$ cat src/rtl/sens_hispi_lanes_fifo.sv
// rtl/sens_hispi_lanes_fifo.sv - multi-lane HiSPI line FIFO with lane deskew and error flags
module sens_hispi_lanes_fifo #(
  parameter int NUM_LANES   = 4,
  parameter int DATA_WIDTH  = 12,
  parameter int DATA_DEPTH  = 4,
  parameter int COUNT_START = 7,
  parameter int SKEW_MAX    = 8
) (
  input  logic                            pclk,
  input  logic                            prst_n,
  input  logic [NUM_LANES-1:0]            we,
  input  logic [NUM_LANES-1:0]            sol,
  input  logic [NUM_LANES-1:0]            eol,
  input  logic [NUM_LANES*DATA_WIDTH-1:0] din,
  input  logic                            re,
  output logic [NUM_LANES*DATA_WIDTH-1:0] dout,
  output logic                            dv,
  output logic                            start,
  output logic                            run,
  output logic                            ovfl,
  output logic                            unfl,
  output logic                            seq_err,
  input  logic                            clr_err
);

  localparam int AW      = DATA_DEPTH + 1;
  localparam int ENTRIES = 1 << DATA_DEPTH;

  typedef enum logic [1:0] {ST_IDLE, ST_FILL, ST_RUN, ST_DRAIN} state_t;

  state_t                state, state_nxt;
  logic [7:0]            skew_cnt, skew_nxt;
  logic [NUM_LANES-1:0]  sol_seen, sol_seen_nxt;
  logic [NUM_LANES-1:0]  line_run;
  logic [AW-1:0]         wa [NUM_LANES];
  logic [AW-1:0]         ra;
  logic [AW-1:0]         ra_inc;
  logic [DATA_WIDTH-1:0] mem [NUM_LANES][ENTRIES];

  logic [AW-1:0]         occ_now [NUM_LANES];
  logic [AW-1:0]         occ_nxt [NUM_LANES];
  logic [NUM_LANES-1:0]  lane_full, lane_wr, lane_drop;
  logic [NUM_LANES-1:0]  empty_now, empty_nxt, wa_ge_start;
  logic                  reading, rd_ok, rd_miss, rd_skip, drain_done;
  logic                  seq_set, kill_lines;

  assign ra_inc = ra + 1'b1;

  // Per-lane occupancy against the shared read pointer; an occupancy above
  // ENTRIES means ra has run past a short lane, which also counts as empty.
  always_comb begin
    for (int i = 0; i < NUM_LANES; i++) begin
      occ_now[i]     = wa[i] - ra;
      occ_nxt[i]     = wa[i] - ra_inc;
      lane_full[i]   = (occ_now[i] == AW'(ENTRIES));
      empty_now[i]   = (occ_now[i] == '0) || (occ_now[i] > AW'(ENTRIES));
      empty_nxt[i]   = (occ_nxt[i] == '0) || (occ_nxt[i] > AW'(ENTRIES));
      wa_ge_start[i] = (wa[i] >= AW'(COUNT_START));
      lane_wr[i]     = we[i] & line_run[i] & ~sol[i] & ~lane_full[i];
      lane_drop[i]   = we[i] & line_run[i] & ~sol[i] & lane_full[i];
    end
  end

  // Read qualification; in DRAIN a read that hits a short lane still steps ra
  // so the leftover samples of longer lanes are discarded and DRAIN can end.
  always_comb begin
    reading    = (state == ST_RUN) || (state == ST_DRAIN);
    rd_ok      = reading & re & ~(|empty_now);
    rd_miss    = reading & re & (|empty_now);
    rd_skip    = rd_miss & (state == ST_DRAIN) & ~(&empty_now);
    drain_done = (rd_ok | rd_skip) ? (&empty_nxt) : (&empty_now);
  end

  // Next-state logic: line start gating, skew timeout and restart on stray sol.
  always_comb begin
    state_nxt    = state;
    skew_nxt     = skew_cnt;
    sol_seen_nxt = sol_seen;
    start        = 1'b0;
    seq_set      = 1'b0;
    kill_lines   = 1'b0;
    case (state)
      ST_IDLE: begin
        skew_nxt = '0;
        if (|sol) begin
          state_nxt    = ST_FILL;
          sol_seen_nxt = sol;
        end
      end
      ST_FILL: begin
        skew_nxt     = skew_cnt + 8'd1;
        sol_seen_nxt = sol_seen | sol;
        if ((&sol_seen) && (&wa_ge_start) && ~(|sol)) begin
          state_nxt = ST_RUN;
          start     = 1'b1;
        end else if ((skew_nxt == 8'(SKEW_MAX)) && ~(&(sol_seen | sol))) begin
          state_nxt  = ST_IDLE;
          seq_set    = 1'b1;
          kill_lines = 1'b1;
        end
      end
      ST_RUN, ST_DRAIN: begin
        if (|sol) begin
          state_nxt    = ST_FILL;
          seq_set      = 1'b1;
          skew_nxt     = '0;
          sol_seen_nxt = sol;
        end else if (state == ST_RUN) begin
          if (~(|line_run)) state_nxt = ST_DRAIN;
        end else if (drain_done) begin
          state_nxt = ST_IDLE;
        end
      end
      default: state_nxt = ST_IDLE;
    endcase
  end

  assign run = (state == ST_RUN) || (state == ST_DRAIN);

  // State register with skew counter and sol bookkeeping.
  always_ff @(posedge pclk or negedge prst_n) begin
    if (!prst_n) begin
      state    <= ST_IDLE;
      skew_cnt <= '0;
      sol_seen <= '0;
    end else begin
      state    <= state_nxt;
      skew_cnt <= skew_nxt;
      sol_seen <= sol_seen_nxt;
    end
  end

  // Per-lane write pointers and line_run; sol restarts a lane and wins over we.
  always_ff @(posedge pclk or negedge prst_n) begin
    if (!prst_n) begin
      for (int i = 0; i < NUM_LANES; i++) wa[i] <= '0;
      line_run <= '0;
    end else begin
      for (int i = 0; i < NUM_LANES; i++) begin
        if (sol[i])          wa[i] <= '0;
        else if (lane_wr[i]) wa[i] <= wa[i] + 1'b1;
        if (kill_lines)      line_run[i] <= 1'b0;
        else if (sol[i])     line_run[i] <= 1'b1;
        else if (eol[i])     line_run[i] <= 1'b0;
      end
    end
  end

  // Shared read pointer, held at zero while a line is filling.
  always_ff @(posedge pclk or negedge prst_n) begin
    if (!prst_n)                                        ra <= '0;
    else if (state == ST_FILL || state_nxt == ST_FILL) ra <= '0;
    else if (rd_ok || rd_skip)                          ra <= ra_inc;
  end

  // Lane sample storage; contents are deliberately not reset.
  always_ff @(posedge pclk) begin
    for (int i = 0; i < NUM_LANES; i++) begin
      if (lane_wr[i]) mem[i][wa[i][DATA_DEPTH-1:0]] <= din[i*DATA_WIDTH +: DATA_WIDTH];
    end
  end

  // Aligned output word; dout holds whenever no read is accepted.
  always_ff @(posedge pclk or negedge prst_n) begin
    if (!prst_n) begin
      dout <= '0;
      dv   <= 1'b0;
    end else begin
      dv <= rd_ok;
      if (rd_ok) begin
        for (int i = 0; i < NUM_LANES; i++) dout[i*DATA_WIDTH +: DATA_WIDTH] <= mem[i][ra[DATA_DEPTH-1:0]];
      end
    end
  end

  // Sticky error flags; a new error in the clearing cycle keeps the flag set.
  always_ff @(posedge pclk or negedge prst_n) begin
    if (!prst_n) begin
      ovfl    <= 1'b0;
      unfl    <= 1'b0;
      seq_err <= 1'b0;
    end else begin
      ovfl    <= (ovfl & ~clr_err) | (|lane_drop);
      unfl    <= (unfl & ~clr_err) | rd_miss;
      seq_err <= (seq_err & ~clr_err) | seq_set;
    end
  end

endmodule

$ cat config.mk
export PLATFORM = sky130hd
export DESIGN_NAME = sens_hispi_lanes_fifo
export DESIGN_NICKNAME = d
export VERILOG_FILES = /design/src/rtl/sens_hispi_lanes_fifo.sv
export SDC_FILE = /design/constraint.sdc
export NUM_CORES = 1
export LEC_CHECK = 0
export BUFFER_PORTS_ARGS = -buffer_cell sky130_fd_sc_hd__buf_2
export CAP_MARGIN = 10
export CORE_ASPECT_RATIO = 1.1
export CORE_MARGIN = 8
export CORE_UTILIZATION = 55
export CTS_BUF_LIST = sky130_fd_sc_hd__clkbuf_4 sky130_fd_sc_hd__clkbuf_8
export DETAILED_ROUTE_END_ITERATION = 8
export PLACE_DENSITY = 0.79
export REMOVE_ABC_BUFFERS = 1
export SETUP_SLACK_MARGIN = 0.3
export SYNTH_ARGS = -nofsm -noshare
export SYNTH_HDL_FRONTEND = slang
export SYNTH_SLANG_ARGS = --single-unit
$ cat constraint.sdc
create_clock -name pclk -period 9.45 [get_ports pclk]
set_clock_uncertainty 0.2 [all_clocks]
set_input_delay 0.945 -clock pclk [delete_from_list [all_inputs] [get_ports pclk]]
set_output_delay 0.945 -clock pclk [all_outputs]
set_load 0.1 [all_outputs]
# After elaboration in Yosys (flattened, before gate mapping)
# Memories as Yosys holds them, arrays and structs flattened.
# Index checks and enable logic that the tools add are counted.
[totals]
regBits = 95
ramBits = 768
inputBits = 64
out_inout_bits = 54
mem_count = 1
[memory_table]
columns = ["memory", "depth", "word_bits", "read_ports", "rd_ports_with_merged_regs", "write_ports", "line_no", "text"]
rows = [
  ["mem", 4, 192, 4, 0, 4, "38", "logic [DATA_WIDTH-1:0] mem [NUM_LANES][ENTRIES];"],
]
[op_classes]
addsub = 14
n_lt_le_gt_ge = 21
eq_ne = 11
muxes = 70
n_bitwise = 47
reduce_logical = 47
[ops]
columns = ["operator", "n"]
rows = [
  ["$mux 192", 4],
  ["$bmux 12 s4", 4],
  ["$demux 12 s4", 4],
  ["$mux 12", 12],
  ["$mux 5", 10],
  ["$gt 5x5->1 const B", 8],
  ["$logic_not 5->1", 8],
  ["$sub 5x5->5", 8],
  ["$add 5x1->5 const B", 5],
  ["$ge 5x5->1 const B", 5],
  ["$not 4->5", 5],
  ["$and 1x1->1", 24],
  ["$pmux 8 s3", 1],
  ["$mux 1", 23],
  ["$eq 5x5->1 const B", 4],
  ["$ge 5x3->1 const B", 4],
  ["$lt 5x1->1 const B", 4],
  ["$reduce_and 4->1", 5],
  ["$reduce_or 4->1", 4],
  ["$mux 2", 7],
  ["$not 1->1", 13],
  ["$reduce_bool 3->1", 4],
  ["$logic_or 1x1->1", 11],
  ["$reduce_bool 2->1", 5],
  ["other kinds (17)", 28],
]

# Longest topological paths before layout
# Gate-level depths: netlist (run 1).
[depth]
depth_word = 16
ltp_mapped = 16
mapped_depth_nobuf = 14

# Least setup slack after synthesis (run 1)
# OpenSTA, ideal clock, no wires.
[synth_timing]
path_type = "reg-to-reg"
from = "reg ra[1]"
to = "mem mem[3][144] in the netlist's numbering, enable pin"
setup_ps = 396
arrival_time_ps = 4058
required_time_ps = 8854
setup_slack_ps = 4796
stages_incl_launch_ff = 14
path_buffers = 3
period_less_slack_ps = 4654
cell_sequence = "dfrtp_1 clkbuf_1 clkbuf_1 clkbuf_1 inv_1 ha_1 a21o_1 a21o_1 a21oi_1 xnor2_1 ha_1 nor3_1 nand2_1 nor3_1"
[synth_rtl]
columns = ["item", "line_no", "text"]
rows = [
  ["start: declaration", "36", "logic [AW-1:0] ra;"],
  ["start signal: assignment", "153", "else if (rd_ok || rd_skip) ra <= ra_inc;"],
  ["end: declaration", "38", ""],
]

# Worst setup path after layout (run 1)
[layout_timing]
from = "reg ra[3]"
to = "reg dout[3]"
[layout_between]
elab_chain_len = 6
elab_cells_between_ends = 23
cone_classes = "add/sub (4); order compare (4); mux (3); bitwise (3); reduce/logical (9)"
[layout_lines]
columns = ["item", "line_no", "text"]
rows = [
  ["$sub 5x5->5", "53", "occ_now[i] = wa[i] - ra;"],
  ["$gt 5x5->1 or $logic_not 5->1 (tied branches)", "56", "empty_now[i] = (occ_now[i] == '0) || (occ_now[i] > AW'(ENTRIES));"],
  ["$logic_or 1x1->1", "56", ""],
  ["$reduce_or 4->1", "68", "rd_ok = reading & re & ~(|empty_now);"],
  ["$not 1->1", "68", ""],
  ["$and 1x1->1", "68", ""],
  ["end signal: assignment", "166", "dout <= '0;"],
  ["end: declaration", "16", "output logic [NUM_LANES*DATA_WIDTH-1:0] dout,"],
]
# Several ways; a longest one is shown, not always the timed one. The select of a mux whose other input is x is not followed.
# A chain may end at the register's enable or synchronous reset.

==> flow_summary.ini, run 1 <==
[floorplanning]
core_area_sq_mm = 0.06234
die_w_microns = 255.4
die_h_microns = 279.3
floorplan.initialDensity = 0.5562
io_pins = 118
dieArea_sq_mm = 0.07135
fp-row-count = 96

[sta]
period_minus_slack_ns = 5.566
fmax_mhz = 179.7
tns_ns = 0
hold_viol = 0
fin_ws_ns = 3.884
tightest_slew_ns = 1.206
max-slew-margin-rel = 0.1962
drv_slew = 0
fin_crit_sh = 0.5890
rsz0062_at_grt = false
finalSetupViolations = 0

[routing]
post_drt_wl_per_cell_microns = 25.96
post-route-drc-count = 2
vias_per_cell = 6.026
vias = 16760
drt_pass1_iterations = 9
drt_iter0_markers = 1731
wl_microns = 72230
antenna_left = 0

[place]
dp.cells = 2550
hpwl_microns = 45610
portBuffers = 117
pre_cts_slack_ns = 3.859
gp_congestion = 0.8581

[critical_path]
crit_path_end_kind = flop
crit_chain = inv_4 -> buf_4 -> ha_1 -> xor2_1 -> nor3_1 -> a31oi_1 -> nor3b_1 -> ha_1 -> or4_1 -> nor2_4 -> buf_4 -> mux2_2
startpoint = ra[3]
cpPeakStageDelay_ns = 0.83
path_class = flop to flop
crit_path_end = dout[3]
worstPathRequired_ns = 9.84
r2r-start = ra[3]
cp_max_fo = 35
crit_slowest_cell = nor2_4
r2r_end = dout[3]
cp-start-kind = flop
rrSetupSlack_ns = 3.88
worstPathArrival_ns = 5.95
reg2reg_depth = 12

[cts]
clk_pin_slew_ns = 0.07
clock_sinks = 863
worstSkewPairLatency_ns = 0.72
cts-buffers-inserted = 121
clock_path_buffers = 3
cts_max_level = 3
cts_tree = yes
cts.repair.resized = 0
post-cts-setup-buffers = 0
root_buffer = clkbuf_8
hold_buffers = 0

[cells_and_area]
fillers = 4154
area_growth_pct = 11.46
drive_above_1_share = 0.3299
stdcell_count = 2782
fin_nets = 1963

[synth]
synthTopCellsByArea = edfxtp_1, mux4_2, dfrtp_1
synth_ff_type = edfxtp_1
yosysSeqAreaShare = 0.7336
avgSynthCellArea_sq_um = 20.85
netlist_instances = 1663
synth.top_cell.area_share = 0.6651
synthArstFlopShare = 0.1101
syn_area_sq_mm = 0.03468
synth_enable_flop_cells = 768
synth_cell_type_count = 49
ys_warn_count = 0
synth_seq_cells = 863
synth_top_cell_by_area = edfxtp_1

[grt]
grt_pass1_vias = 17810
grt_max_degree = 82
antenna_found_initial = 4
grt_most_used_layer = met2
grt.met1_usage = 0.2566
gr-total-overflow = 0
gr-usage-met3 = 0.04680
grtUsageMet2 = 0.3500
grt_usage = 0.2034
grt_pass1_wl_microns = 109900

[power_and_ir_drop]
vdd_ir_drop_max_mv = 0.1187
power_density_mw_per_mm2 = 189.8
leakage_nw = 12.97

[hold_path]
hold_path.class = input pin to asynchronous set/reset pin

[run]
maxCapViolations = 0

[status]
outcome = complete, but fails checks
violations = DRC
[worst min path at each step]
stage	from	end	slack (ns)
after floorplan	skew_cnt[7]	skew_cnt[7]	0.27
after global placement	skew_cnt[7]	skew_cnt[7]	0.28
after detailed placement	dout[35]	dout[35]	0.29
after CTS	prst_n	dout[1]	0.04
after global routing	prst_n	dout[4]	0.09
final	prst_n	dout[32]	0.07
[routing by layer]
metal / routed length, microns / share of wire / vias up
met5: 40 / 0.00055 / -
met4: 1698 / 0.024 / 6
met3: 5319 / 0.074 / 130
met2: 37320 / 0.52 / 638
met1: 27850 / 0.39 / 8794
li1: - / - / 7195
[critical path, delay by kind of cell, from the launching register on]
kind	cells	cell delay [ns]
DFF	1	0.42
and+or+nand+nor	4	1.80
xor gates and xnor gates	1	0.16
adders and majority gates	2	0.69
AOI/OAI and AO/OA	1	0.08
muxes	1	0.39
buffers and inverters	3	1.61
[state kept, by name, indices dropped and copies added (netlist names)]
name,flops
ovfl,1
unfl,1
seq_err,1
mem,768
dv,1
skew_cnt,8
wa,20
state,2
ra,5
line_run,4
dout,48
sol_seen,4
[cell type report]
| cell class | count | area (sq um) | share of cell area |
|---|---|---|---|
| Sequential cell | 863 | 25450 | 0.6584 |
| Tap cell | 833 | 1042 | 0.02697 |
| Multi-Input combinational cell | 694 | 8867 | 0.2294 |
| Timing Repair Buffer | 133 | 711.9 | 0.01842 |
| Clock inverter | 52 | 312.8 | 0.008093 |
| Antenna cell | 3 | 7.507 | 0.0001942 |
| Clock buffer | 176 | 2153 | 0.05571 |
| Inverter | 28 | 107.6 | 0.002784 |
[stage by stage]
stage	hold slack (ns)	util	total power (W)	cell area [sq um]
6_report	0.07014	0.6200	0.007338	38650
5_1_grt	0.09249	0.6200	0.007571	38650
4_1_cts	0.03862	0.6197	0.007391	38630
3_5_place_dp	0.2895	0.5801	0.004537	36170
3_3_place_gp	0.2822	0.5801	0.004522	36170
2_1_floorplan	0.2692	-	0.004414	34340
[cells in the mapped netlist, types with 15 or more instances]
cell type  instances
nand2_1           39
xor2_1            20
xnor2_1           24
a21oi_1           17
nor2_1            61
mux4_2           240
and2_1            17
edfxtp_1         768
a21o_1            19
ha_1              54
nor3_1            26
mux2_2            48
buf_2             19
dfrtp_1           95
and3_1            15
inv_1             28
clkbuf_1          44
[logic make-up after synthesis]
group / share of synthesized area
compound gates: 0.01602
xor+xnor: 0.01256
fa+ha+maj: 0.02179
buf+inv: 0.01259
flops: 0.7336
mux: 0.1718
simple gates: 0.03164
[where the power goes]
part / internal (W) / switching, W / leakage [nW]
clock: 0.00154 / 0.00134 / 1.32
combinational: 0.0000800 / 0.000155 / 3.47
sequential: 0.00419 / 0.0000293 / 8.18
[cells in the final DEF (no fill, tap or decap), types with 17 or more instances in the layout]
master    count
clkbuf_4     43
inv_1        27
nor3_1       17
mux4_2      240
ha_1         54
clkinv_2     17
xnor2_1      24
nor2_1       60
nand2_1      39
dfrtp_1      92
mux2_2       48
clkbuf_8    133
a21oi_1      17
a21o_1       19
buf_2       116
xor2_1       20
edfxtp_1    768
clkinv_1     28
and2_1       17
Note: power is estimated with default switching activity, not from simulation.
==> run 2, diff against run 1 <==
Clock period 9.45 ns to 5.7 ns, I/O delays scaled along.
==> run 2 against run 1 <==
  * The run now ends clean
  * Highest routed layer unchanged
  * First-iteration DRC count increased by 3.6%
  * Register-to-register slack got worse by 2.7 ns
  * Worst hold slack improved by 0.066 ns
  * Non-clock buffer count increased by 98
  * Design area increased by 3.2%
  * Wire length decreased by 0.90%
==> flow_summary.ini, run 2 (synthesized netlist as in run 1, its figures left out) <==
[status]
outcome = completed

[floorplanning]
fp-row-count = 96
die_w_microns = 255.4
io_pins = 118
dieArea_sq_mm = 0.07135
core_area_sq_mm = 0.06234
floorplan.initialDensity = 0.5562
die_h_microns = 279.3

[sta]
whs_ns = 0.1357
period_minus_slack_ns = 4.537
tightest_slew_ns = 1.063
fmax_mhz = 220.4
drv_slew = 0
rsz0062_at_grt = false
hold_viol = 0
fin_crit_sh = 0.7960
max-slew-margin-rel = 0.2860
finalSetupViolations = 0

[grt]
grt_usage = 0.2023
gr-total-overflow = 0
grt_pass1_wl_microns = 108900
grt_pass1_vias = 18200
antenna_found_initial = 4
grt_max_degree = 73

[cts]
worstSkewPairLatency_ns = 0.77
clock_path_buffers = 3
post-cts-setup-buffers = 0
clock_sinks = 863
cts-buffers-inserted = 131
root_buffer = clkbuf_8
clk_pin_slew_ns = 0.06
cts_max_level = 4
cts_tree = yes

[power_and_ir_drop]
vdd_ir_drop_max_mv = 0.2093
p_clk_frac = 0.418
power_density_mw_per_mm2 = 319.5
seqPwrFrac = 0.549
p_comb_frac = 0.033
internal_power_w = 0.01014
switchingPower_w = 0.002614
sw_frac_of_total = 0.2050
leakage_nw = 13.60

[cells_and_area]
area_growth_pct = 15.08
largest_reg_flops = 768
final_cell_mix = edfxtp_1, mux4_2, clkbuf_8
fin_util = 0.6401
layout_commonest_cell = edfxtp_1
drive_above_1_share = 0.3419
fin_nets = 2071
stdcell_count = 2891

[routing]
antenna_left = 0
drt_iter0_markers = 1793
post-route-drc-count = 0
vias = 17030
post_drt_wl_per_cell_microns = 24.76
drt_pass1_iterations = 8
wl_microns = 71580
vias_per_cell = 5.889

[critical_path]
path_class = flop to flop
crit_path_end_kind = flop
cp_max_fo = 18
worstPathArrival_ns = 4.97
cp-start-kind = flop
worstPathRequired_ns = 6.14
reg2reg_depth = 12

[place]
portBuffers = 117
hpwl_microns = 42740
gp_congestion = 0.8345
dp.cells = 2586

[run]
maxCapViolations = 0

[hold_path]
hold_path.class = input pin to flop
hold_path_depth = 5
## run 2: cell count changes in the layout (fill, tap and decap cells not counted), sizes merged
cell / previous run / this run
buf: 133 / 168
bufinv: 3 / 7
clkbuf: 176 / 192
clkinv: 45 / 31
clkinvlp: 2 / 5
diode: 3 / 2
dlygate4sd3: 0 / 63
inv: 30 / 33
## run 2: power groups by stage
stage | combinational, W | sequential (W) | clock (W)
CTS | 0.000419 | 0.00700 | 0.00543
global route | 0.000460 | 0.00700 | 0.00569
floorplan | 0.000191 | 0.00713 | 0
detailed placement | 0.000381 | 0.00713 | 0
global placement | 0.000358 | 0.00712 | 0
finish | 0.000418 | 0.00700 | 0.00533
## run 2: path summary, 6_finish.rpt
check	end	startpoint	slack, ns
min in group asynchronous	dout[3]	prst_n	0.27
max	dout[13]	ra[3]	1.16
max in group asynchronous	ra[0]	prst_n	3.83
min reg2reg	dout[14]	dout[14]	0.30
min	wa[6]	we[2]	0.14
max reg2reg	dout[13]	ra[3]	1.16
## run 2: critical path, cell delays in order (launching register included)
cell and delay [ns]:
dfrtp_1 0.41, inv_4 0.28, buf_4 0.42, ha_1 0.34
xor2_1 0.15, nor3_1 0.15, a31oi_1 0.07, nor3b_1 0.20
ha_1 0.27, or4_1 0.51, nor2_4 0.66, buf_4 0.35
mux2_2 0.36
## run 2: per-layer routing
metal | routed length, microns | vias to the layer above | global-route usage | share of wire
li1 | - | 7413 | - | -
met1 | 27830 | 8844 | 0.2566 | 0.39
met2 | 36960 | 642 | 0.3439 | 0.52
met3 | 5047 | 123 | 0.04887 | 0.071
met4 | 1709 | 4 | 0.06706 | 0.024
met5 | 26 | - | 0 | 0.00036
## run 2: cell type report
| type | count | area (sq um) |
|---|---|---|
| Fill cell | 3983 | 22440 |
| Clock inverter | 48 | 434.2 |
| Sequential cell | 863 | 25450 |
| Inverter | 28 | 107.6 |
| Clock buffer | 192 | 2386 |
| Antenna cell | 2 | 5.005 |
| Multi-Input combinational cell | 694 | 8867 |
| Tap cell | 833 | 1042 |
| Timing Repair Buffer | 231 | 1614 |
## run 2: through the flow
step	total power, W	setup TNS, ns	cell area, sq um	worst slack [ns]
global placement	0.007482	0	36450	1.173
global route	0.01316	0	39900	0.9408
detailed placement	0.007511	0	36450	1.138
finish	0.01275	0	39900	1.163
CTS	0.01285	0	39900	1.127
floorplan	0.007317	-4281.18	34340	-6.776
## run 2: what timing repair did
action / CTS / global route
hold buffers: 63 / 0
hold endpoints to repair: 849 / 0
gates resized for setup: 0 / 0
